==> config.mk <==
export PLATFORM = sky130hd
export DESIGN_NAME = sigmoid_lut
export DESIGN_NICKNAME = d
export VERILOG_FILES = /design/src/rtl/activation_pkg.sv /design/src/rtl/sigmoid_rom.sv /design/src/rtl/sigmoid_lut.sv
export SDC_FILE = /design/constraint.sdc
export NUM_CORES = 1
export LEC_CHECK = 0
export BUFFER_PORTS_ARGS = -buffer_cell sky130_fd_sc_hd__buf_2
export CORE_ASPECT_RATIO = 1.5
export CORE_MARGIN = 2
export CORE_UTILIZATION = 65
export CTS_BUF_LIST = sky130_fd_sc_hd__clkbuf_4
export DETAILED_ROUTE_END_ITERATION = 8
export PLACE_DENSITY = 0.91
export SYNTH_ARGS = -nofsm -noshare
export SYNTH_HDL_FRONTEND = slang
export SYNTH_SLANG_ARGS = --single-unit
==> constraint.sdc <==
create_clock -name clk -period 0.8 [get_ports clk]
set_input_delay 0.16 -clock clk [delete_from_list [all_inputs] [get_ports clk]]
set_output_delay 0.16 -clock clk [all_outputs]
set_load 0.02 [all_outputs]
==> src/rtl/activation_pkg.sv <==
// Shared fixed-point formats and table geometry for the activation stage.
// Q8.8 in, unsigned Q8.8 out; the table covers |x| < 8.0 in steps of 1/32.
package activation_pkg;
  localparam int DATA_W      = 16;
  localparam int FRAC_W      = 8;
  localparam int SIG_ONE     = 256;
  localparam int SAT_LIMIT   = 2048;
  localparam int LUT_DEPTH   = 256;
  localparam int LUT_IDX_LSB = 3;
  localparam int LUT_W       = 9;
  localparam int IDX_W       = $clog2(LUT_DEPTH);
  localparam int MAG_W       = IDX_W + LUT_IDX_LSB;
endpackage

==> src/rtl/sigmoid_rom.sv <==
// Positive half of the logistic curve: t = round(256 / (1 + exp(-idx/32))).
// Entries 165..199 are 255 and 200..255 are 256, so those collapse into shared arms.
module sigmoid_rom
  import activation_pkg::*;
(
  input  logic [IDX_W-1:0] idx,
  output logic [LUT_W-1:0] t
);

  always_comb begin
    t = LUT_W'(SIG_ONE);
    case (idx)
      8'd0: t = 9'd128; 8'd1: t = 9'd130; 8'd2: t = 9'd132; 8'd3: t = 9'd134;
      8'd4: t = 9'd136; 8'd5: t = 9'd138; 8'd6: t = 9'd140; 8'd7: t = 9'd142;
      8'd8: t = 9'd144; 8'd9: t = 9'd146; 8'd10: t = 9'd148; 8'd11: t = 9'd150;
      8'd12: t = 9'd152; 8'd13: t = 9'd154; 8'd14: t = 9'd156; 8'd15: t = 9'd157;
      8'd16: t = 9'd159; 8'd17: t = 9'd161; 8'd18: t = 9'd163; 8'd19: t = 9'd165;
      8'd20: t = 9'd167; 8'd21: t = 9'd169; 8'd22: t = 9'd170; 8'd23: t = 9'd172;
      8'd24: t = 9'd174; 8'd25: t = 9'd176; 8'd26: t = 9'd177; 8'd27: t = 9'd179;
      8'd28: t = 9'd181; 8'd29: t = 9'd182; 8'd30: t = 9'd184; 8'd31: t = 9'd186;
      8'd32: t = 9'd187; 8'd33: t = 9'd189; 8'd34: t = 9'd190; 8'd35: t = 9'd192;
      8'd36: t = 9'd193; 8'd37: t = 9'd195; 8'd38: t = 9'd196; 8'd39: t = 9'd198;
      8'd40: t = 9'd199; 8'd41: t = 9'd200; 8'd42: t = 9'd202; 8'd43: t = 9'd203;
      8'd44: t = 9'd204; 8'd45: t = 9'd206; 8'd46: t = 9'd207; 8'd47: t = 9'd208;
      8'd48: t = 9'd209; 8'd49: t = 9'd210; 8'd50: t = 9'd212; 8'd51: t = 9'd213;
      8'd52: t = 9'd214; 8'd53: t = 9'd215; 8'd54: t = 9'd216; 8'd55: t = 9'd217;
      8'd56: t = 9'd218; 8'd57: t = 9'd219; 8'd58: t = 9'd220; 8'd59: t = 9'd221;
      8'd60: t = 9'd222; 8'd61: t = 9'd223; 8'd62: t = 9'd224; 8'd63: t = 9'd225;
      8'd64: t = 9'd225; 8'd65: t = 9'd226; 8'd66: t = 9'd227; 8'd67: t = 9'd228;
      8'd68: t = 9'd229; 8'd69: t = 9'd229; 8'd70: t = 9'd230; 8'd71: t = 9'd231;
      8'd72: t = 9'd232; 8'd73: t = 9'd232; 8'd74: t = 9'd233; 8'd75: t = 9'd234;
      8'd76: t = 9'd234; 8'd77: t = 9'd235; 8'd78: t = 9'd235; 8'd79: t = 9'd236;
      8'd80: t = 9'd237; 8'd81: t = 9'd237; 8'd82: t = 9'd238; 8'd83: t = 9'd238;
      8'd84: t = 9'd239; 8'd85: t = 9'd239; 8'd86: t = 9'd240; 8'd87: t = 9'd240;
      8'd88: t = 9'd241; 8'd89: t = 9'd241; 8'd90: t = 9'd241; 8'd91: t = 9'd242;
      8'd92: t = 9'd242; 8'd93: t = 9'd243; 8'd94: t = 9'd243; 8'd95: t = 9'd243;
      8'd96: t = 9'd244; 8'd97: t = 9'd244; 8'd98: t = 9'd245; 8'd99: t = 9'd245;
      8'd100: t = 9'd245; 8'd101: t = 9'd246; 8'd102: t = 9'd246; 8'd103: t = 9'd246;
      8'd104: t = 9'd246; 8'd105: t = 9'd247; 8'd106: t = 9'd247; 8'd107: t = 9'd247;
      8'd108: t = 9'd248; 8'd109: t = 9'd248; 8'd110: t = 9'd248; 8'd111: t = 9'd248;
      8'd112: t = 9'd248; 8'd113: t = 9'd249; 8'd114: t = 9'd249; 8'd115: t = 9'd249;
      8'd116: t = 9'd249; 8'd117: t = 9'd250; 8'd118: t = 9'd250; 8'd119: t = 9'd250;
      8'd120: t = 9'd250; 8'd121: t = 9'd250; 8'd122: t = 9'd250; 8'd123: t = 9'd251;
      8'd124: t = 9'd251; 8'd125: t = 9'd251; 8'd126: t = 9'd251; 8'd127: t = 9'd251;
      8'd128: t = 9'd251; 8'd129: t = 9'd252; 8'd130: t = 9'd252; 8'd131: t = 9'd252;
      8'd132: t = 9'd252; 8'd133: t = 9'd252; 8'd134: t = 9'd252; 8'd135: t = 9'd252;
      8'd136: t = 9'd252; 8'd137: t = 9'd253; 8'd138: t = 9'd253; 8'd139: t = 9'd253;
      8'd140: t = 9'd253; 8'd141: t = 9'd253; 8'd142: t = 9'd253; 8'd143: t = 9'd253;
      8'd144: t = 9'd253; 8'd145: t = 9'd253; 8'd146: t = 9'd253; 8'd147: t = 9'd253;
      8'd148: t = 9'd254; 8'd149: t = 9'd254; 8'd150: t = 9'd254; 8'd151: t = 9'd254;
      8'd152: t = 9'd254; 8'd153: t = 9'd254; 8'd154: t = 9'd254; 8'd155: t = 9'd254;
      8'd156: t = 9'd254; 8'd157: t = 9'd254; 8'd158: t = 9'd254; 8'd159: t = 9'd254;
      8'd160: t = 9'd254; 8'd161: t = 9'd254; 8'd162: t = 9'd254; 8'd163: t = 9'd254;
      8'd164: t = 9'd254;
      8'd165, 8'd166, 8'd167, 8'd168, 8'd169, 8'd170, 8'd171, 8'd172, 8'd173,
      8'd174, 8'd175, 8'd176, 8'd177, 8'd178, 8'd179, 8'd180, 8'd181, 8'd182,
      8'd183, 8'd184, 8'd185, 8'd186, 8'd187, 8'd188, 8'd189, 8'd190, 8'd191,
      8'd192, 8'd193, 8'd194, 8'd195, 8'd196, 8'd197, 8'd198, 8'd199: t = 9'd255;
      default: t = LUT_W'(SIG_ONE);
    endcase
  end

endmodule

==> src/rtl/sigmoid_lut.sv <==
// Sigmoid activation: saturate outside +/-8.0, otherwise look up |x| and
// mirror the table for negative inputs. One registered stage.
module sigmoid_lut
  import activation_pkg::*;
(
  input  logic              clk,
  input  logic              rst,
  input  logic              in_valid,
  input  logic [DATA_W-1:0] addr,
  output logic              out_valid,
  output logic [DATA_W-1:0] result
);

  localparam logic signed [DATA_W-1:0] SAT_POS = DATA_W'(SAT_LIMIT);
  localparam logic signed [DATA_W-1:0] SAT_NEG = -SAT_POS;

  logic signed [DATA_W-1:0] x;
  logic                     sat_hi;
  logic                     sat_lo;
  logic                     neg;
  logic [MAG_W-1:0]         mag;
  logic [IDX_W-1:0]         idx;
  logic [LUT_W-1:0]         t;
  logic [LUT_W-1:0]         f;

  assign x      = $signed(addr);
  assign sat_hi = (x >= SAT_POS);
  assign sat_lo = (x <= SAT_NEG);
  assign neg    = addr[DATA_W-1];

  // Only the low bits are negated: once saturation is excluded |x| < 2048,
  // so -32768 never needs a real magnitude.
  assign mag = neg ? (~addr[MAG_W-1:0] + MAG_W'(1)) : addr[MAG_W-1:0];
  assign idx = IDX_W'(mag >> LUT_IDX_LSB);

  sigmoid_rom u_rom (
    .idx (idx),
    .t   (t)
  );

  always_comb begin
    f = t;
    if (sat_hi)
      f = LUT_W'(SIG_ONE);
    else if (sat_lo)
      f = '0;
    else if (neg)
      f = LUT_W'(SIG_ONE) - t;
  end

  always_ff @(posedge clk or posedge rst) begin
    if (rst) begin
      result    <= '0;
      out_valid <= 1'b0;
    end else begin
      result    <= {{(DATA_W-LUT_W){1'b0}}, f};
      out_valid <= in_valid;
    end
  end

endmodule

==> flow_metrics.tcl, run 1 <==
set metrics [dict create \
    outcome "did not finish" \
    lastStage "detailed placement" \
    error_line "[ERROR DPL-0033] detailed placement checks failed during check placement." \
    die_h_um 88.6 \
    synth_edf_count 0 \
    synth_area_per_cell_um2 6.85 \
    netlist_instances 452 \
    io_pins 36 \
    netlist_area_mm2 0.00310 \
    dp_hpwl_mm 14.3 \
    fp.dieW_um 60.4 \
    row_count 30 \
    synthFlopType "dfrtp_1" \
    async_reset_ff_share_pct 100 \
    synth_warnings 0 \
    port_buffers 28 \
    ys_ff_latch 10 \
    start_util_pct 68.2 \
    gp_congestion 1.14 \
    ys_types 90 \
    synthTopCellsByArea "dfrtp_1 8.1%, a21oi_1 6.6%, ha_1 6.5%" \
    yosysTopAreaCellShare_pct 8.08 \
    synth_seq_area_share_pct 8.08 \
    yosys.area.top_type "dfrtp_1" \
]
==> Yosys cell counts, types with 4 or more instances <==
library cell,n
nand2_1,33
a22oi_1,4
o31ai_1,9
or3_1,5
nor2b_1,7
inv_1,15
buf_2,7
buf_4,7
mux2i_1,5
clkbuf_1,23
buf_6,5
o21ai_0,28
o311ai_0,4
xnor2_1,6
nor3_1,15
a21oi_1,41
or4_1,4
nand3_1,16
a221oi_1,4
or2_2,5
o41ai_1,5
a211oi_1,10
ha_1,16
nand2b_1,10
o211ai_1,8
a31oi_1,9
buf_1,4
nor2_1,38
nor4_1,5
o31a_1,5
dfrtp_1,10
==> cells by family after synthesis <==
kind of cell             after synthesis  synth area share (%)
adder cells (fa/ha/maj)               18                  7.11
flip-flops                            10                  8.08
other                                  1                 0.121
XOR/XNOR                               7                  1.98
multiplexers                           7                  2.34
AO/OA/AOI/OAI                        182                  42.4
buffers and inverters                 65                  10.2
AND/OR/NAND/NOR                      162                  27.7
==> per-stage QoR <==
step | TNS [ns] | setup WS [ns] | hold slack, ns
2_1_floorplan | -19.88 | -2.41 | 0.000178
3_3_place_gp | -22.12 | -2.66 | 0.137
==> run 2, diff against run 1 <==
Settings changed: CORE_ASPECT_RATIO 1.5 to unset, CORE_UTILIZATION 65 to 40, CTS_BUF_LIST sky130_fd_sc_hd__clkbuf_4 to unset, PLACE_DENSITY 0.91 to unset, PLACE_DENSITY_LB_ADDON set to 0.15.
==> run 2 against run 1 <==
  * The flow now finishes, with violations (negative setup slack)
  * Area after synthesis is the same
  * Synthesized cell count unchanged
==> flow_metrics.tcl, run 2 <==
set metrics [dict create \
    dr.first_iter.drc_count 389 \
    yosysMostFrequentCell "a21oi_1" \
    drtPass1Iterations 5 \
    ys_types 90 \
    grt_max_degree 53 \
    min-delay-start "in_valid" \
    fp.dieW_um 92.0 \
    failed_checks "negative setup slack" \
    startpoint_type "primary input" \
    relSlewSlack_pct 61.0 \
    synth_seq_area_share_pct 8.08 \
    die_h_um 92.0 \
    critPathKind "in2reg" \
    worst_ep_required_time_ns 0.96 \
    outcome "complete, but fails checks" \
    synth_warnings 0 \
    synthTopCellsByArea "dfrtp_1 8.1%, a21oi_1 6.6%, ha_1 6.5%" \
    vias 4592 \
    dp_hpwl_mm 12.0 \
    grt_pass1_wl_mm 24.8 \
    dp_cells 729 \
    p_per_area_mw_per_mm2 978 \
    wl_per_cell_um 21.0 \
    hold_depth 1 \
    tightest_slew_ns 0.581 \
    cts.clk_slew.worst_paths_ns 0.05 \
    grt_pass1_vias 4466 \
    finalNetCount 688 \
    htreeDepth 1 \
    cts_tree "done" \
    start_util_pct 40.7 \
    port_buffers 28 \
    hp-class "in2reg" \
    end_kind "flip-flop" \
    dp_slack_ns -2.83 \
    ir_drop_mv 0.546 \
    cp_max_fo 5 \
    maxCapViolations 0 \
    startpoint "addr[3]" \
    finalCriticalPeriod_ns 3.17 \
    drive_above_1_share_pct 49.8 \
    diodes 0 \
    maxSlewViolCount 0 \
    setup_viol_count_final 19 \
    gp_congestion 1.04 \
    max_freq_mhz 315 \
    grt.overflow.total 0 \
    async_reset_ff_share_pct 100 \
    cts_buffers 3 \
    crit_arrival_ns 3.33 \
    power_uw 5240 \
    crit_path_end "result[6]" \
    drtAntennaViolNets 0 \
    finish.utilization_pct 70.5 \
    row_count 32 \
    final_cells 754 \
    io_pins 36 \
    hold_violations 0 \
    reg_top3 "result: 9 flops, out_valid: 1 flops" \
    dieArea_mm2 0.00846 \
    ys_ff_latch 10 \
    core_region_area_mm2 0.00761 \
    grt_antenna_before_repair 0 \
    top_register "result" \
    synthFlopType "dfrtp_1" \
    root_buffer "clkbuf_8" \
    yosysTopAreaCellShare_pct 8.08 \
    finalWirelength_mm 15.8 \
    synth_edf_count 0 \
    cellLeakagePower_uw 0.00226 \
    drcViolationCount 0 \
    netlist_area_mm2 0.00310 \
    final_cell_mix "195 x buf_4, 35 x nor2_1, 33 x nand2_1, 33 x a21oi_1, 21 x buf_6" \
    worst_slack_ns -2.37 \
    final_common_cell "buf_4" \
    largest_reg_flops 9 \
    area_growth_pct 73.1 \
    grt_setup_unrepaired "yes" \
    synth_common_cells "41 x a21oi_1, 38 x nor2_1, 33 x nand2_1" \
    avgViaCountPerCell 6.09 \
    yosys.area.top_type "dfrtp_1" \
    grt.total_usage_pct 37.7 \
    synth_area_per_cell_um2 6.85 \
    cts_buffer_depth 2 \
    post-route-period-util_pct 396 \
    netlist_instances 452 \
    clock_sinks 10 \
]
run 2: area by class of cell:
class                           count  area [µm²]
Multi-Input combinational cell    383        3000
Sequential cell                    10         250
Inverter                           19        82.6
Tap cell                          102         128
Clock buffer                        4        55.1
Timing Repair Buffer              236        1850
Fill cell                         609        2240
run 2: per-layer routing:
metal | up-vias | global-route usage [%] | wire length, µm
met5 | - | 0 | 0
met4 | 0 | 16.8 | 811
met3 | 56 | 7.31 | 1340
met2 | 260 | 62.6 | 7390
met1 | 2145 | 47.2 | 6290
li1 | 2131 | - | -
run 2: critical path, cell delays in order:
cell	delay, ns
buf_8	0.10
o41ai_4	0.32
buf_4	0.19
xnor2_4	0.14
inv_2	0.09
buf_6	0.13
ha_4	0.30
o21ai_1	0.12
a32o_1	0.28
nor4b_2	0.31
a211o_1	0.16
a41oi_2	0.13
inv_2	0.12
ha_4	0.16
nand3_4	0.08
or3b_4	0.37
o211ai_1	0.18
run 2: worst min path at each step:
stage / slack (ns) / endpoint
4_1_cts: 0.02 / out_valid
3_3_place_gp: 0.14 / out_valid
3_5_place_dp: 0.15 / result[7]
2_1_floorplan: 0.0002 / out_valid
5_1_grt: 0.02 / out_valid
6_report: 0.02 / out_valid
run 2: per-stage QoR:
stage	TNS (ns)	area, µm²	hold slack (ns)
after CTS	-20.12	5200	0.0175
after detailed placement	-24.06	4670	0.151
final	-20.44	5360	0.0178
after global routing	-21.73	5360	0.0234
after global placement	-23.83	4670	0.138
after floorplan	-19.88	3280	0.000178
run 2: cells by family (layout without fill, tap and decap cells):
group / Yosys count / count (layout) / share of synthesized area (%)
other: 1 / 7 / 0.121
adders and majority gates: 18 / 18 / 7.11
muxes: 7 / 7 / 2.34
xor gates and xnor gates: 7 / 7 / 1.98
and+or+nand+nor: 162 / 162 / 27.7
buffers and inverters: 65 / 259 / 10.2
AOI/OAI and AO/OA: 182 / 182 / 42.4
DFF: 10 / 10 / 8.08
run 2: repair_timing:
item	4_1_cts	5_1_grt
hold endpoints to repair	10	0
pin swaps	38	18
hold buffers	1	0
gates resized for setup	79	33
setup buffers	18	3
cloned	0	0
endpoints found under the setup margin	19	29
run 2: power by group:
| part | leakage [µW] | switching (µW) | total (µW) | internal, µW |
|---|---|---|---|---|
| sequential | 0.000134 | 10.4 | 536 | 526 |
| clock | 0.0000288 | 221 | 656 | 434 |
| combinational | 0.00210 | 2100 | 4050 | 1950 |
| total | 0.00226 | 2330 | 5240 | 2920 |
Power figures use the tool's default switching activity.
==> run 3, diff against run 2 <==
Clock period 0.8 ns to 2.6 ns, I/O delays scaled along.
==> run 3 against run 2 <==
  * The run still ends with negative setup slack left
  * Non-clock buffer count fell by 10
  * Design area down 4.9%
  * Sequential cell count stayed put
  * Worst hold slack improved by 0.22 ns
  * Highest routed layer unchanged
==> flow_metrics.tcl, run 3 (same netlist as run 2, synthesis figures left out) <==
set metrics [dict create \
    outcome "complete, but fails checks" \
    failed_checks "negative setup slack" \
    crit_arrival_ns 3.73 \
    htreeDepth 1 \
    finalNetCount 678 \
    startpoint_type "primary input" \
    fillers 701 \
    grt_pass1_vias 4520 \
    largest_reg_flops 9 \
    drtPass1Iterations 5 \
    port_buffers 28 \
    end_kind "flip-flop" \
    cts_tree "done" \
    ir_drop_mv 0.158 \
    tightest_slew_ns 0.529 \
    cp_max_fo 5 \
    start_util_pct 40.7 \
    relSlewSlack_pct 64.6 \
    hold_violations 0 \
    cellLeakagePower_uw 0.00221 \
    vias 4551 \
    drtAntennaViolNets 0 \
    dieArea_mm2 0.00846 \
    finalWirelength_mm 15.1 \
    finalCriticalPeriod_ns 3.58 \
    drcViolationCount 0 \
    p_per_area_mw_per_mm2 301 \
    multi_input_area_mm2 0.00288 \
    row_count 32 \
    wl_per_cell_um 20.2 \
    startpoint "addr[3]" \
    clock_sinks 10 \
    route.met2.wl_mm 7.00 \
    cts_buffer_depth 2 \
    dr.first_iter.drc_count 453 \
    cpPeakStageDelay_ns 0.48 \
    gp_congestion 1.07 \
    top_register "result" \
    drive_above_1_share_pct 46.3 \
    core_region_area_mm2 0.00761 \
    path_cells "buf_8 > o41ai_4 > xnor2_4 > inv_2 > buf_6 > ha_4 > nor3_1 > o211ai_1 > nand3_1 > nor4b_2 > a211o_1 > a41oi_2 > inv_2 > ha_4 > nand3_4 > or3b_1 > o211ai_1" \
    grt_max_degree 30 \
    max_freq_mhz 279 \
    die_h_um 92.0 \
    io_pins 36 \
    maxCapViolations 0 \
    route.met3.wl_mm 1.19 \
    grt.total_usage_pct 35.8 \
    dp_hpwl_mm 11.7 \
    final_cell_mix "187 x buf_4, 37 x a21oi_1, 37 x nor2_1" \
    diodes 0 \
    avgViaCountPerCell 6.12 \
    final_common_cell "buf_4" \
    ff_latch_area_um2 250 \
    critPathKind "in2reg" \
    area_growth_pct 64.7 \
    reg_top3 "result: 9 flops, out_valid: 1 flops" \
    worst_slack_ns -0.979 \
    wl_met1_mm 6.22 \
    routed.top_layer "met4" \
    whs_ns 0.239 \
    grt_antenna_before_repair 0 \
    cts_buffers 3 \
    critical_path.slowest_cell "o41ai_4" \
    fp.dieW_um 92.0 \
    grt_setup_unrepaired "yes" \
    setup_viol_count_final 9 \
    ctsHoldBuffers 0 \
    worst_ep_required_time_ns 2.75 \
    grt_pass1_wl_mm 23.9 \
    grt.overflow.total 0 \
    root_buffer "clkbuf_8" \
    cts.clk_slew.worst_paths_ns 0.05 \
    post-route-period-util_pct 138 \
    maxSlewViolCount 0 \
    hp-class "in2async" \
    power_uw 1540 \
]
-- run 3: cell type report --
class,count,share of cell area (%)
Inverter,19,1.54
Tap cell,102,2.50
Multi-Input combinational cell,383,56.4
Clock buffer,4,1.08
Timing Repair Buffer,226,33.5
Sequential cell,10,4.90
-- run 3: stage by stage --
step | cells | cell area [µm²] | TNS [ns] | setup WS (ns) | utilization (%)
finish | 744 | 5100 | -7.14 | -0.979 | 67.1
detailed placement | 726 | 4660 | -11.64 | -1.47 | 61.3
CTS | 743 | 5060 | -6.70 | -0.952 | 66.5
global route | 744 | 5100 | -8.26 | -1.11 | 67.1
global placement | 726 | 4660 | -11.73 | -1.43 | 61.3
floorplan | 458 | 3280 | -6.92 | -0.974 | -
-- run 3: routing by layer --
metal | vias to the layer above | GRT usage (%)
met3 | 55 | 6.16
met1 | 2149 | 44.3
met2 | 241 | 60.9
li1 | 2106 | -
met4 | 0 | 15.2
met5 | - | 0
-- run 3: path summary, 6_finish.rpt --
kind	to	slack (ns)	depth (start not counted)
max	result[6]	-0.98	17
min	result[3]	0.24	2
max in group asynchronous	result[8]	2.10	2
min in group clk	out_valid	0.39	1
-- run 3: worst max-delay path: cells and delay by family --
family          cells  cell delay [ns]
buf+inv             4             0.43
fa+ha+maj           2             0.46
xor+xnor            1             0.18
simple gates        5             1.00
compound gates      5             1.14
-- run 3: power breakdown --
part           internal [µW]  switching, µW  total [µW]  leakage (µW)
sequential               162           1.12         163      0.000134
clock                    133           62.1         195     0.0000288
combinational            565            613        1180       0.00205
-- run 3: what timing repair did --
action | 4_1_cts | 5_1_grt
hold endpoints to repair | 0 | 0
buffers inserted | 13 | 1
pin swaps | 37 | 7
setup endpoints to repair | 9 | 9
resized for setup | 51 | 8
gates cloned | 0 | 0
==> run 4, diff against run 3 <==
==> constraint.sdc (replaced) <==
create_clock -name clk -period 2.6 [get_ports clk]
set_input_delay 0.13 -clock clk [delete_from_list [all_inputs] [get_ports clk]]
set_output_delay 0.13 -clock clk [all_outputs]
set_load 0.02 [all_outputs]
==> run 4 against run 3 <==
  * The flow still finishes with violations (negative setup slack)
  * Via count shrank 1.6%
  * Global-route usage shrank 0.60 points
  * Largest power group unchanged
  * Setup slack gained 0.36 ns
  * Highest routed layer unchanged
  * Largest cell class unchanged
  * Sequential power is essentially flat
  * Wire length shrank 0.69%
  * Critical path type unchanged
  * Non-clock buffer count shrank 2
==> flow_metrics.tcl, run 4 (same netlist as run 2, synthesis figures left out) <==
set metrics [dict create \
    final_common_cell "buf_4" \
    diodes 0 \
    finalCriticalPeriod_ns 3.22 \
    grt_setup_unrepaired "yes" \
    top_register "result" \
    p_per_area_mw_per_mm2 302 \
    multi_input_area_mm2 0.00289 \
    crit_buf_inv 5 \
    core_region_area_mm2 0.00761 \
    grt.total_usage_pct 35.2 \
    hold_violations 0 \
    cts.clk_slew.worst_paths_ns 0.05 \
    ir_drop_mv 0.154 \
    avgViaCountPerCell 6.04 \
    grt_pass1_wl_mm 23.5 \
    cts_buffer_depth 2 \
    fp.dieW_um 92.0 \
    maxSlewViolCount 0 \
    maxCapViolations 0 \
    critical_path.slowest_cell "or3b_1" \
    power_uw 1540 \
    cellLeakagePower_uw 0.00223 \
    failed_checks "negative setup slack" \
    finalNetCount 676 \
    grt_pass1_vias 4322 \
    critPathKind "in2reg" \
    root_buffer "clkbuf_8" \
    ff_latch_area_um2 250 \
    wl_per_cell_um 20.2 \
    startpoint "addr[3]" \
    area_growth_pct 65.3 \
    gp_congestion 0.997 \
    cpPeakStageDelay_ns 0.37 \
    dr.first_iter.drc_count 326 \
    path_depth 18 \
    cp_max_fo 6 \
    setup_viol_count_final 9 \
    vias 4478 \
    grt_max_degree 39 \
    grt.overflow.total 0 \
    min-delay-start "addr[12]" \
    io_pins 36 \
    critPathTopFamily "compound AO/OA/AOI/OAI gates" \
    htreeDepth 1 \
    row_count 32 \
    relSlewSlack_pct 61.9 \
    outcome "complete, but fails checks" \
    fillers 651 \
    clock_sinks 10 \
    die_h_um 92.0 \
    final_cell_mix "181 x buf_4, 39 x a21oi_1, 36 x nor2_1" \
    drtPass1Iterations 7 \
    port_buffers 28 \
    reg_top3 "result: 9 flops, out_valid: 1 flops" \
    hold_depth 4 \
    startpoint_type "primary input" \
    path_cells "buf_8 > o41ai_4 > buf_4 > xnor2_4 > inv_2 > buf_6 > ha_4 > nor3_1 > o211ai_1 > nand3_1 > nor4b_2 > a211o_1 > a41oi_2 > inv_2 > ha_4 > nand3_4 > or3b_1 > o211ai_1" \
    drcViolationCount 0 \
    worst_slack_ns -0.617 \
    finish.utilization_pct 67.3 \
    finalWirelength_mm 15.0 \
    hp-class "in2reg" \
    post-route-period-util_pct 124 \
    grt_antenna_before_repair 0 \
    dieArea_mm2 0.00846 \
    start_util_pct 40.7 \
    worst_ep_required_time_ns 2.75 \
    dp_hpwl_mm 11.3 \
    crit_arrival_ns 3.37 \
    max_freq_mhz 311 \
    cts_buffers 3 \
    drive_above_1_share_pct 45.6 \
    drtAntennaViolNets 0 \
    cts_tree "done" \
    end_kind "flip-flop" \
    largest_reg_flops 9 \
    tightest_slew_ns 0.567 \
]
==> run 4: changes by cell type in the layout (fill, tap and decap cells not counted), sizes merged <==
| cell | before | now |
|---|---|---|
| dlygate4sd3 | 0 | 2 |
| inv | 16 | 15 |
| clkbuf | 4 | 5 |
| clkinv | 3 | 4 |
| buf | 226 | 221 |
==> run 4: layout make-up <==
cell class / count / share of cell area, %
Inverter: 19 / 1.49
Tap cell: 102 / 2.49
Timing Repair Buffer: 224 / 33.5
Multi-Input combinational cell: 383 / 56.5
Clock buffer: 4 / 1.08
Sequential cell: 10 / 4.89
==> run 4: repair_timing <==
action                                  CTS  global route
pin swaps                                27            33
setup buffers                            17            15
hold endpoints to repair                 11             0
hold buffers                              2             0
endpoints found under the setup margin    9             9
resized for setup                        35            38
gates cloned                              0             1
==> run 4: power breakdown <==
part,internal (µW),total [µW],switching (µW)
Combinational,570,1180,611
Sequential,162,163,1.17
Clock,134,202,67.9
==> run 4: worst paths after layout <==
kind	to
max	result[6]
min	result[8]
max in group asynchronous	result[5]
min in group asynchronous	out_valid
==> run 4: metrics by stage <==
stage	setup TNS (ns)	worst slack [ns]	std cells	instance area, µm²	hold slack (ns)
after floorplan	-3.41	-0.584	458	3280	-0.0298
after global placement	-7.40	-0.974	711	4520	0.107
after detailed placement	-7.86	-1.09	711	4520	0.122
after CTS	-3.62	-0.553	733	4890	0.272
after global routing	-4.64	-0.724	742	5120	0.322
final	-3.77	-0.617	742	5120	0.271
==> run 4: worst min-delay path: cells and delay by family <==
kind / cells / cell delay (ns)
and+or+nand+nor: 2 / 0.15
AOI/OAI and AO/OA: 1 / 0.11
buffers and inverters: 1 / 0.08
==> run 4: layer usage <==
layer / up-vias / global-route usage [%] / share of wire, %
met5: - / 0 / 0
met4: 0 / 13.6 / 4.5
met3: 57 / 4.85 / 7.1
met2: 230 / 59.1 / 47
met1: 2089 / 45.5 / 42
li1: 2102 / - / -
